[src/rtl/button_conditioner.sv]
// Button conditioner: per-channel 2-flop synchroniser, debounce counter, clean level and press/release pulses.
// Optional auto-repeat on REPEAT_MASK channels when BUTTON_AUTOREPEAT_EN is defined.
//
//   state     | meaning
//   ----------+---------------------------------------------------------------
//   ST_IDLE   | no repeat activity; waiting for an accepted press
//   ST_DELAY  | button held; counting REPEAT_DELAY_CYCLES to the first repeat
//   ST_REPEAT | button still held; one repeat pulse every REPEAT_PERIOD_CYCLES
module button_conditioner #(
    parameter int unsigned            NUM_BUTTONS          = 4,
    parameter int unsigned            DEBOUNCE_CYCLES      = 1_000_000,
    parameter int unsigned            COUNTER_WIDTH        = 21,
    parameter logic [NUM_BUTTONS-1:0] REPEAT_MASK          = NUM_BUTTONS'(4'b1000),
    parameter int unsigned            REPEAT_DELAY_CYCLES  = 1_500_000,
    parameter int unsigned            REPEAT_PERIOD_CYCLES = 500_000
) (
    input  logic                   clock_50mhz,
    input  logic                   reset,
    input  logic [NUM_BUTTONS-1:0] buttons_raw,
    output logic [NUM_BUTTONS-1:0] buttons_level,
    output logic [NUM_BUTTONS-1:0] buttons_pressed,
    output logic [NUM_BUTTONS-1:0] buttons_released
);

    localparam int unsigned MAX_DR    = (DEBOUNCE_CYCLES > REPEAT_DELAY_CYCLES) ?
                                        DEBOUNCE_CYCLES : REPEAT_DELAY_CYCLES;
    localparam int unsigned MAX_COUNT = (MAX_DR > REPEAT_PERIOD_CYCLES) ? MAX_DR : REPEAT_PERIOD_CYCLES;

    localparam logic [COUNTER_WIDTH-1:0] DEB_TC = COUNTER_WIDTH'(DEBOUNCE_CYCLES - 1);

    if (DEBOUNCE_CYCLES < 2 || $clog2(MAX_COUNT + 1) > COUNTER_WIDTH) begin : g_param_error
        $error("button_conditioner: DEBOUNCE_CYCLES < 2 or COUNTER_WIDTH too narrow");
    end

`ifdef BUTTON_AUTOREPEAT_EN
    typedef enum logic [1:0] {
        ST_IDLE   = 2'd0,
        ST_DELAY  = 2'd1,
        ST_REPEAT = 2'd2
    } rep_state_t;

    localparam logic [COUNTER_WIDTH-1:0] RD_TC = COUNTER_WIDTH'(REPEAT_DELAY_CYCLES - 1);
    localparam logic [COUNTER_WIDTH-1:0] RP_TC = COUNTER_WIDTH'(REPEAT_PERIOD_CYCLES - 1);
`endif

    for (genvar i = 0; i < NUM_BUTTONS; i++) begin : g_ch
        logic                     sync1_q, sync2_q;
        logic                     level_q, level_d;
        logic                     pressed_q, pressed_d;
        logic                     released_q, released_d;
        logic [COUNTER_WIDTH-1:0] cnt_q, cnt_d;
        logic                     accept;
        logic                     rep_fire;

        always_comb begin
            accept     = (sync2_q != level_q) && (cnt_q == DEB_TC);
            level_d    = level_q;
            cnt_d      = '0;
            pressed_d  = rep_fire;
            released_d = 1'b0;
            if (sync2_q != level_q) begin
                if (accept) begin
                    level_d    = ~level_q;
                    pressed_d  = ~level_q;
                    released_d = level_q;
                end else begin
                    cnt_d = cnt_q + 1'b1;
                end
            end
        end

        // Inversion at the input makes the synchroniser carry the active-high "pushed" sense.
        always_ff @(posedge clock_50mhz) begin
            if (!reset) begin
                sync1_q    <= 1'b0;
                sync2_q    <= 1'b0;
                level_q    <= 1'b0;
                cnt_q      <= '0;
                pressed_q  <= 1'b0;
                released_q <= 1'b0;
            end else begin
                sync1_q    <= ~buttons_raw[i];
                sync2_q    <= sync1_q;
                level_q    <= level_d;
                cnt_q      <= cnt_d;
                pressed_q  <= pressed_d;
                released_q <= released_d;
            end
        end

        assign buttons_level[i]    = level_q;
        assign buttons_pressed[i]  = pressed_q;
        assign buttons_released[i] = released_q;

`ifdef BUTTON_AUTOREPEAT_EN
        if (REPEAT_MASK[i]) begin : g_rep
            rep_state_t               state_q;
            logic [COUNTER_WIDTH-1:0] rcnt_q;
            logic                     fall;

            assign fall = accept & level_q;

            // A falling level wins over a repeat due in the same cycle.
            always_ff @(posedge clock_50mhz) begin
                if (!reset || fall) begin
                    state_q <= ST_IDLE;
                    rcnt_q  <= '0;
                end else begin
                    case (state_q)
                        ST_IDLE: begin
                            rcnt_q <= '0;
                            if (accept) state_q <= ST_DELAY;
                        end
                        ST_DELAY: begin
                            if (rcnt_q == RD_TC) begin
                                rcnt_q  <= '0;
                                state_q <= ST_REPEAT;
                            end else begin
                                rcnt_q <= rcnt_q + 1'b1;
                            end
                        end
                        ST_REPEAT: begin
                            if (rcnt_q == RP_TC) rcnt_q <= '0;
                            else                 rcnt_q <= rcnt_q + 1'b1;
                        end
                        default: begin
                            state_q <= ST_IDLE;
                            rcnt_q  <= '0;
                        end
                    endcase
                end
            end

            assign rep_fire = !fall &&
                              (((state_q == ST_DELAY)  && (rcnt_q == RD_TC)) ||
                               ((state_q == ST_REPEAT) && (rcnt_q == RP_TC)));
        end else begin : g_norep
            assign rep_fire = 1'b0;
        end
`else
        assign rep_fire = 1'b0;
`endif
    end

endmodule

[config.mk]
export PLATFORM = sky130hd
export DESIGN_NAME = button_conditioner
export DESIGN_NICKNAME = d
export VERILOG_FILES = /design/src/rtl/button_conditioner.sv
export SDC_FILE = /design/constraint.sdc
export NUM_CORES = 1
export LEC_CHECK = 0
export ABC_CLOCK_PERIOD_IN_PS = 2650
export BUFFER_PORTS_ARGS = -buffer_cell sky130_fd_sc_hd__buf_4
export CAP_MARGIN = 0
export CORE_MARGIN = 1
export CORE_UTILIZATION = 40
export CTS_BUF_LIST = sky130_fd_sc_hd__clkbuf_4
export DETAILED_ROUTE_END_ITERATION = 7
export SYNTH_ARGS = -nofsm -noshare
export SYNTH_HDL_FRONTEND = slang
export SYNTH_SLANG_ARGS = --single-unit
[constraint.sdc]
create_clock -name clock_50mhz -period 2.65 [get_ports clock_50mhz]
set_clock_uncertainty 0.15 [all_clocks]
set_input_delay 0.1325 -clock clock_50mhz [delete_from_list [all_inputs] [get_ports clock_50mhz]]
set_output_delay 0.1325 -clock clock_50mhz [all_outputs]
set_load 0.005 [all_outputs]
### After elaboration in Yosys (flattened, before gate mapping)

Index checks and enable logic that the tools add are counted.

* reduce and logical (&&, ||, !) cells: 16
* bitwise operators: 13
* eq/ne operators: 8
* add/subtract/negate cells: 4

Operators by type and width (count)
* $add A21 B1 Y21 const B: 4
* $eq A21 B20 Y1 const B: 4
* $not A1 Y1: 13
* $reduce_and A3 Y1: 4
* $reduce_or A3 Y1: 4
* $reduce_and A2 Y1: 4
* $logic_and A1 B1 Y1: 4
* $ne A1 B1 Y1: 4

* input bits: 6
* word-level logic and storage cells: 65
* flip-flop bits (word level): 104

### Logic depth before layout (Yosys ltp)

Gate-level depths: netlist (run 1).

* word-level depth: 3
* mapped depth: 7

### Worst setup path after synthesis (run 1)

Ideal clock, no wire load.

* kind: register to register
* start: register g_ch[3].cnt_q[0]
* end: register g_ch[3].cnt_q[18]
* arrival: 1.869 ns
* required time: 2.430 ns
* period minus slack after synthesis: 2.090 ns
* cell stages (with the launch flop): 7
* setup slack: 0.560 ns
* cell sequence: dfxtp_1 ha_1 nand2_1 or4_1 buf_2 or4_1 a21oi_1

* word-level cells in the longest chain between the ends: 3
* elaborated cells between the ends (all ways): 4

RTL lines
* from (decl): RTL line 51 `logic [COUNTER_WIDTH-1:0] cnt_q, cnt_d;`
* from (signal assigned): RTL line 85 `cnt_q <= cnt_d;`
* branches (longest 3 deep; another with $add A21 B1 Y21)

Parallel ways; which one is timed is not known.
A chain may end at the register's enable or synchronous reset.

### Final worst setup path (run 1)

Ends and elaborated chain as after synthesis.

==> results of run 1 <==
==> worst max-delay path by stage <==
| stage | startpoint | end | slack, ns | cells past startpoint |
|---|---|---|---|---|
| after floorplan | g_ch[3].cnt_q[0] | g_ch[3].cnt_q[18] | 0.56 | 6 |
| after global placement | g_ch[3].cnt_q[0] | g_ch[3].cnt_q[18] | 0.44 | 5 |
| after detailed placement | g_ch[3].cnt_q[0] | g_ch[3].cnt_q[20] | 0.42 | 5 |
| after CTS | g_ch[3].cnt_q[0] | g_ch[3].cnt_q[18] | 0.39 | 5 |
| after global routing | g_ch[3].cnt_q[0] | g_ch[3].cnt_q[18] | 0.26 | 5 |
| final | g_ch[3].cnt_q[0] | g_ch[3].cnt_q[18] | 0.39 | 5 |
==> state kept, by name, summed over array words and instances (netlist names) <==
signal           count
g_ch.sync2_q         4
g_ch.sync1_q         4
g_ch.level_q         4
g_ch.cnt_q          84
g_ch.pressed_q       4
g_ch.released_q      4
==> per-layer routing <==
| layer | track usage | vias to the layer above |
|---|---|---|
| met1 | 0.196 | 1674 |
| li1 | - | 1891 |
| met5 | 0 | - |
| met4 | 0.0483 | 0 |
| met3 | 0.0472 | 9 |
| met2 | 0.264 | 47 |
==> where the power goes <==
part           switching [mW]  internal (mW)  total (mW)
clock                   0.510          0.486       0.997
combinational          0.0232         0.0200      0.0432
sequential            0.00432           1.57        1.58
==> worst min-delay path, stage by stage <==
cell and delay [ns]:
dlygate4sd3_1 0.52, buf_4 0.10, nor2_1 0.04
==> cell families (layout without fill, tap and decap cells) <==
logic type      Yosys count  after routing  share of synthesized area
xor+xnor                 48             48                     0.0920
simple gates            248            248                      0.293
fa+ha+maj                 4              4                     0.0110
buf+inv                  50             66                     0.0547
mux                       1              1                    0.00219
flops                   104            104                      0.456
compound gates           74             74                     0.0920
==> layout by cell type (no fill, tap or decap), types with 2 or more instances in the layout <==
cell type      netlist  routed
ha_1                 4       4
nor4b_1              4       4
and2_1               5       5
xor2_1              22      22
inv_1               20      20
and3_1               8       8
nor3_1              11      11
o21ai_0             20      20
buf_4               15      22
nand4_1             15      15
or4_1               22      22
o21bai_1             3       3
nor3b_1              2       2
xnor2_1             26      26
clkbuf_4             0      10
or4b_1               2       2
nand3_1             35      35
dlygate4sd3_1        0       8
o31ai_1             15      15
a21oi_1             35      35
nand2_1             36      36
bufinv_16            0       3
dfxtp_1            104     104
or4b_2               2       2
and4_1               5       5
nor2_1              61      61
nor4_1              14      14
or3_1               21      21
==> layout make-up <==
class	instances	area share
multi-input combinational	375	0.448
sequential	104	0.417
timing repair buffer	30	0.0491
tap	140	0.0350
clock inverter	6	0.0215
clock buffer	10	0.0150
inverter	20	0.0150
==> stage by stage <==
step	std cells	hold WS (ns)	instance area, sq um	utilization
finish	685	0.223	5000	0.455
global route	685	0.190	5000	0.455
CTS	685	0.194	5000	0.455
detailed placement	661	0.161	4740	0.431
global placement	661	0.149	4740	0.431
floorplan	529	0.0549	4570	-
==> repair_timing <==
| item | 4_1_cts | 5_1_grt |
|---|---|---|
| hold buffers | 8 | 0 |
| setup buffers | 0 | 0 |
| endpoints found under the hold margin | 18 | 0 |
==> results, run 1 <==
- Setup repair after global routing left no endpoint under its margin.
- After detailed routing, the average wire length per cell comes to around 13 um.
- Relative to the synthesized area, the layout overhead comes to 9.36%.
- The number of antenna violations at the first check in global routing is 0.
- The number of cells on the worst reg-to-reg path is 5.
- The number of levels the H-tree was split into is 3.
- The power after layout is approximately 2.6 mW.
- The number of routed nets with antenna violations is 0.
- The first-pass GRT wire length is 14900 um.
- The leakage power is 1.50 nW.
- The quantity of gates resized following cts is 0.
- The die covers 11900 sq um.
- Setup slack on the worst reg-to-reg path comes out at 0.39 ns.
- After synthesis, the mean cell area works out to between 8 and 9 sq um.
- The width of the die is 109 um.
- The initial standard-cell utilization of the core is 0.416.
- The worst hold path was traced through 3 stages.
- During placement, the flow inserted port buffers numbering 17.
- The uppermost layer routed is met4.
- The number of distinct library cells after synthesis is 34.
- Yosys mapped a number of flops with a built-in enable equal to 0.
- The power density of the placed cells is 523 nW/um^2.
- The worst register-to-register path ends at g_ch[3].cnt_q[18].
- The transition time at the pin with the least slew margin is 0.388 ns.
- Among all flip-flop cells after synthesis, the most frequent one is dfxtp_1.
- The largest voltage drop on the vdd net is 333 uV.
- During synthesis, Yosys emitted a total of 0 warnings.
- Measured against its own limit, the worst slew margin works out to 0.738.
- The total CTS buffers is 9.
- The die span in y is about 110 um.
- The critical path goes through ha_1 -> nand2_1 -> or4_1 -> or4_1 -> a21oi_1.
- The highest achievable clock rate is 0.443 GHz.
- The root buffer cell chosen for the clock tree is clkbuf_4.
- The number of design rule violations left after detail routing is 0.
- STA classifies the critical path endpoint as a register.
- In this run the deepest clock path goes through 2 buffers.
- The routed wire length on met2 is 3980 um.
- The floorplan has 38 rows.
- The delay of the slowest cell on the worst path is 0.67 ns.
- Entering global routing, the biggest net connects 22 pins.
- The global route total overflow is 0.
- Of all nets on the critical path, the largest fanout is 9.
- The number of global-route vias before repair is 3377.
- The routed wire length is 8640 um.
- After technology mapping, the gate count stands at 529.
- At the placement stage, the worst setup path has a slack of 0.417 ns.
- The most repeated library cell on the critical path is or4_1.
- The total of flip-flops plus latches after synthesis is 104.
- The met1 wire length is ~4300 um.
- The first-pass iteration count of the detailed router is 4.
- The final max-slew violation count is 0.
- The share of the clock period used by the worst path after layout is 0.851.
- For this run, the register share of the synthesized area comes to 0.456.
- The path with the worst hold slack has its endpoint at g_ch[2].sync1_q.
- Data on the critical path arrives at its endpoint at 2.49 ns.
- After filler insertion, the fill cell instance count of the layout stands at 1060.
- Among all stages on the critical path, the largest delay is contributed by or4_1.
- The detailed router finished its first iteration with 210 violations.
- The buffering stage count on the worst path with inverters included is 0.
- The number of setup violations in the final report is 0.
- The clock-pin slew reported for the worst setup and hold paths after clock tree synthesis is ~0.15 ns.
- The number of max-cap violations is 0.
- Summing every instance area after synthesis gives ~4600 sq um.
- The element type at the critical path start is a register.
- The TritonCTS clock tree is yes.
- After layout, the minimum clock period comes to 2.26 ns.
- The final critical-path setup slack is 0.394 ns.
- The number of nets in the final layout is 550.
- Summed over all nets, wire length on met3 after detailed routing comes to 282 um.
- By count the netlist is led by dfxtp_1, nor2_1, nand2_1, a21oi_1, nand3_1.
- The required time at the endpoint of the critical path is 2.89 ns.
- The kind of critical path is register to register.
- The number of antenna repair diodes is 0.
- Of all flip-flops after synthesis, the portion carrying an async set or reset was 0.
- The number of placed I/O pins is 18.
- The worst hold path class is primary input to register.
- Among all cell types in the netlist, the one instantiated most often is dfxtp_1.
- The post-route setup TNS is 0 ns.
- The reg-to-reg critical path startpoint is g_ch[3].cnt_q[0].
- The post-synthesis net count is approximately 540.
- The cell taking the most area after synthesis is dfxtp_1.
- The cell family contributing the most delay on the critical path is simple AND/OR/NAND/NOR gates.
- The detailed router placed 3621 vias in this run.
- The worst-skew pair later-pin latency is about 0.45 ns.
- The run finished with clean final reports.
- The top-area cell type share of the netlist area is 0.456.
- Counting every sink on the clock net gives roughly 100.
- After floorplanning, the core was sized to cover 11000 sq um.
- The final count of hold timing violations is 0.
- Detailed placement ended at an HPWL of 5900 um.
- After synthesis, the cell types taking the most area are dfxtp_1, nor2_1, xnor2_1.
- In the final layout, flip-flops and latches occupy roughly 2100 sq um.
- The origin of the worst min-delay path is buttons_raw[2].
- The multi-input combinational cells in the finished layout cover a total of between 2000 and 2500 sq um.
- Dividing the detail-routed via count by the number of cells gives around 5.3.
- In the global route stage, overall resource usage came out at 0.158.
- The share of final-layout standard cells stronger than drive strength 1 is 0.0771.
- The last weighted congestion value of the routability-driven placer is 0.751.
No activity file was read; power rests on OpenSTA's default activity.
==> run 2: changes to the inputs <==
--- a/config.mk
+++ b/config.mk
@@ -8,6 +8,7 @@
 export ABC_CLOCK_PERIOD_IN_PS = 2650
 export BUFFER_PORTS_ARGS = -buffer_cell sky130_fd_sc_hd__buf_4
 export CAP_MARGIN = 0
+export CORE_ASPECT_RATIO = 0.75
 export CORE_MARGIN = 1
 export CORE_UTILIZATION = 40
 export CTS_BUF_LIST = sky130_fd_sc_hd__clkbuf_4
==> run 2 against run 1 <==
Final cell count rose by 0.29%. Sequential share of layout area rose by 0.23 points. Sequential cell count did not move. Utilization fell by 0.42 points. Clock power fell by 18%. Critical path type unchanged. Worst hold slack improved by 0.060 ns. Via count rose by 0.41%. Global-route usage fell by 0.54 points. Die area barely moved.
==> results, run 2 (synthesis results as in run 1) <==
- The last weighted congestion value of the routability-driven placer is 0.803.
- The number of setup violations in the final report is 0.
- The number of buffers inserted by post-CTS setup repair is 0.
- The tightest hold path in the finished design has a slack of ~0.28 ns.
- The number of antenna repair diodes is 0.
- For this block, the routed nets add up to 8360 um of wire.
- Walking the worst path, the cells encountered are ha_1 -> nand2_1 -> or4_1 -> or4_1 -> a21oi_1.
- The worst hold path class is register to register.
- The instance area at placement is 4740 sq um.
- For this configuration, the core starts out at a cell density of 0.415.
- Of all nets on the critical path, the largest fanout is 9.
- The average wire per cell in the routed design is between 10 and 15 um.
- The leakage power is about 1.5 nW.
- The capturing element type of the critical path is a register.
- The final max-slew violation count came to 0.
- The number of nets in the final layout is 552.
- Broken down by cell family, the worst path's largest delay share belongs to simple AND/OR/NAND/NOR gates.
- The via count of the routed design is 3636.
- After routing the design area is 4970 sq um.
- The power density of the placed cells is 490 nW/um^2.
- The number of design rule violations left after detail routing is 0.
- The final critical-path setup slack is around 0.36 ns.
- Measured along the y axis, the die boundary spans about 95 um.
- The first global-routing pass estimated about 15000 um of wire.
- The number of buffers inserted by port buffering is 17.
- The highest achievable clock rate is 0.437 GHz.
- The tool flagged a number of max-cap violations equal to 0.
- The kind of critical path is register to register.
- The flow ran to the end, and the final reports show no timing, DRC or antenna violations.
- The first-pass iteration count of the detailed router is 6.
- The total CTS buffers is 9.
- The arrival time at the worst endpoint is 2.53 ns.
- The number of placed I/O pins is 18.
- The element type at the critical path start is a register.
- The setup slack after placement is 0.391 ns.
- The number of levels the H-tree was split into is 3.
- The number of violations reported at the end of detailed-routing iteration 0 is 215.
- The maximum count of clock buffers along a single path is 2.
- The register with the most flip-flops in the layout has 84 of them.
- The number of antenna violations at the first check in global routing is 0.
- Summed over all layers, the global routing overflow is 0.
- The largest voltage drop on the vdd net is 182 uV.
- The number of routed nets with antenna violations is 0.
- The most common library cell in the layout ignoring fill and taps is dfxtp_1.
- In the routed layout, each cell is associated on average with a via count of about 5.3.
- The fraction of the core area covered by cells at the end of the flow is 0.451.
- Measured against its own limit, the worst slew margin works out to 0.746.
- After floorplanning, the core was sized to cover ~11000 sq um.
- The share of final-layout standard cells stronger than drive strength 1 is 0.0786.
- The post-route setup TNS is 0 ns.
- The delay of the slowest cell on the worst path is 0.67 ns.
- Row generation in the floorplan step produced 33 rows.
- The die covers 11900 sq um.
- Among all stages on the critical path, the largest delay is contributed by or4_1.
- The layout has 1104 filler cells.
- The TritonCTS clock tree is yes.
- By instance count, the cell type seen most on the critical path is or4_1.
- The clock-pin slew reported for the worst setup and hold paths after clock tree synthesis is 0.15 ns.
- The number of global-route vias before repair is 3275.
- The overall routing resource usage is 0.153.
- Setup repair after global routing left no endpoint under its margin.
- The width of the die is 125 um.
- The number of cells in the design after placement is about 660.
- The clock period minus worst slack is 2.29 ns.
- The required time at the endpoint of the critical path is 2.89 ns.
- The worst-skew pair later-pin latency is 0.44 ns.
- Entering global routing, the biggest net connects 22 pins.
- At the pin with the least slew margin, the transition time is 0.376 ns.
- The tree built by TritonCTS fans out to 104 sinks.
- Leaving out fill and tap cells, the most frequent cells in the layout are dfxtp_1, nor2_1, nand2_1, a21oi_1, nand3_1.
- The HPWL reported at the end of detailed placement is 5890 um.
- The root buffer selected by CTS is clkbuf_4.
- The final count of hold timing violations is 0.
- The post-route non-filler standard cell count is roughly 690.
- The quantity of gates resized following cts is 0.
- The post-synthesis to final-layout area growth is 8.76%.
- In the finished design, the share of the clock period the worst path needs comes to 0.863.
- The register bank with the most flops is g_ch.cnt_q.
- The design draws 2.44 mW.
- The buffering stage count on the worst path with inverters included is 0.
- Hold repair after CTS inserted 9 buffers.
run 2: cell count changes in the layout (fill, tap and decap cells not counted), sizes merged:
cell,before,now
bufinv,3,1
dlygate4sd3,8,9
clkinv,3,2
buf,22,23
clkbuf,10,11
clkinvlp,0,1
inv,20,21
run 2: worst register-to-register path, cell delays in order (launching register included):
cell	delay, ns
dfxtp_1	0.40
ha_1	0.25
nand2_1	0.11
or4_1	0.67
or4_1	0.51
a21oi_1	0.15
run 2: cell type report:
type                    count  area [sq um]  area share
multi-input cells         375          2240       0.450
flip-flops and latches    104          2080       0.419
repair buffers             32           263      0.0529
well taps                 140           175      0.0352
clock buffers              11          82.6      0.0166
inverters                  20          75.1      0.0151
clock inverters             5          55.1      0.0111
run 2: where the power goes:
| group | switching (mW) | internal (mW) | leakage, nW |
|---|---|---|---|
| combinational | 0.0229 | 0.0219 | 0.574 |
| sequential | 0.00411 | 1.57 | 0.839 |
| clock | 0.508 | 0.309 | 0.0749 |
| total | 0.535 | 1.90 | 1.49 |
run 2: per-layer routing:
metal | global-route usage | routed length, um | up-vias
li1 | - | - | 1893
met1 | 0.210 | 4510 | 1684
met2 | 0.235 | 3510 | 51
met3 | 0.0357 | 258 | 8
met4 | 0.0528 | 85 | 0
met5 | 0 | 0 | -
run 2: final timing paths:
| path | slack, ns | depth (start not counted) | from | endpoint |
|---|---|---|---|---|
| setup / recovery | 0.36 | 5 | g_ch[3].cnt_q[0] | g_ch[3].cnt_q[18] |
| hold / removal | 0.28 | 1 | g_ch[0].sync1_q | g_ch[0].sync2_q |
| setup reg to reg | 0.36 | 5 | g_ch[3].cnt_q[0] | g_ch[3].cnt_q[18] |
| hold reg to reg | 0.28 | 1 | g_ch[0].sync1_q | g_ch[0].sync2_q |
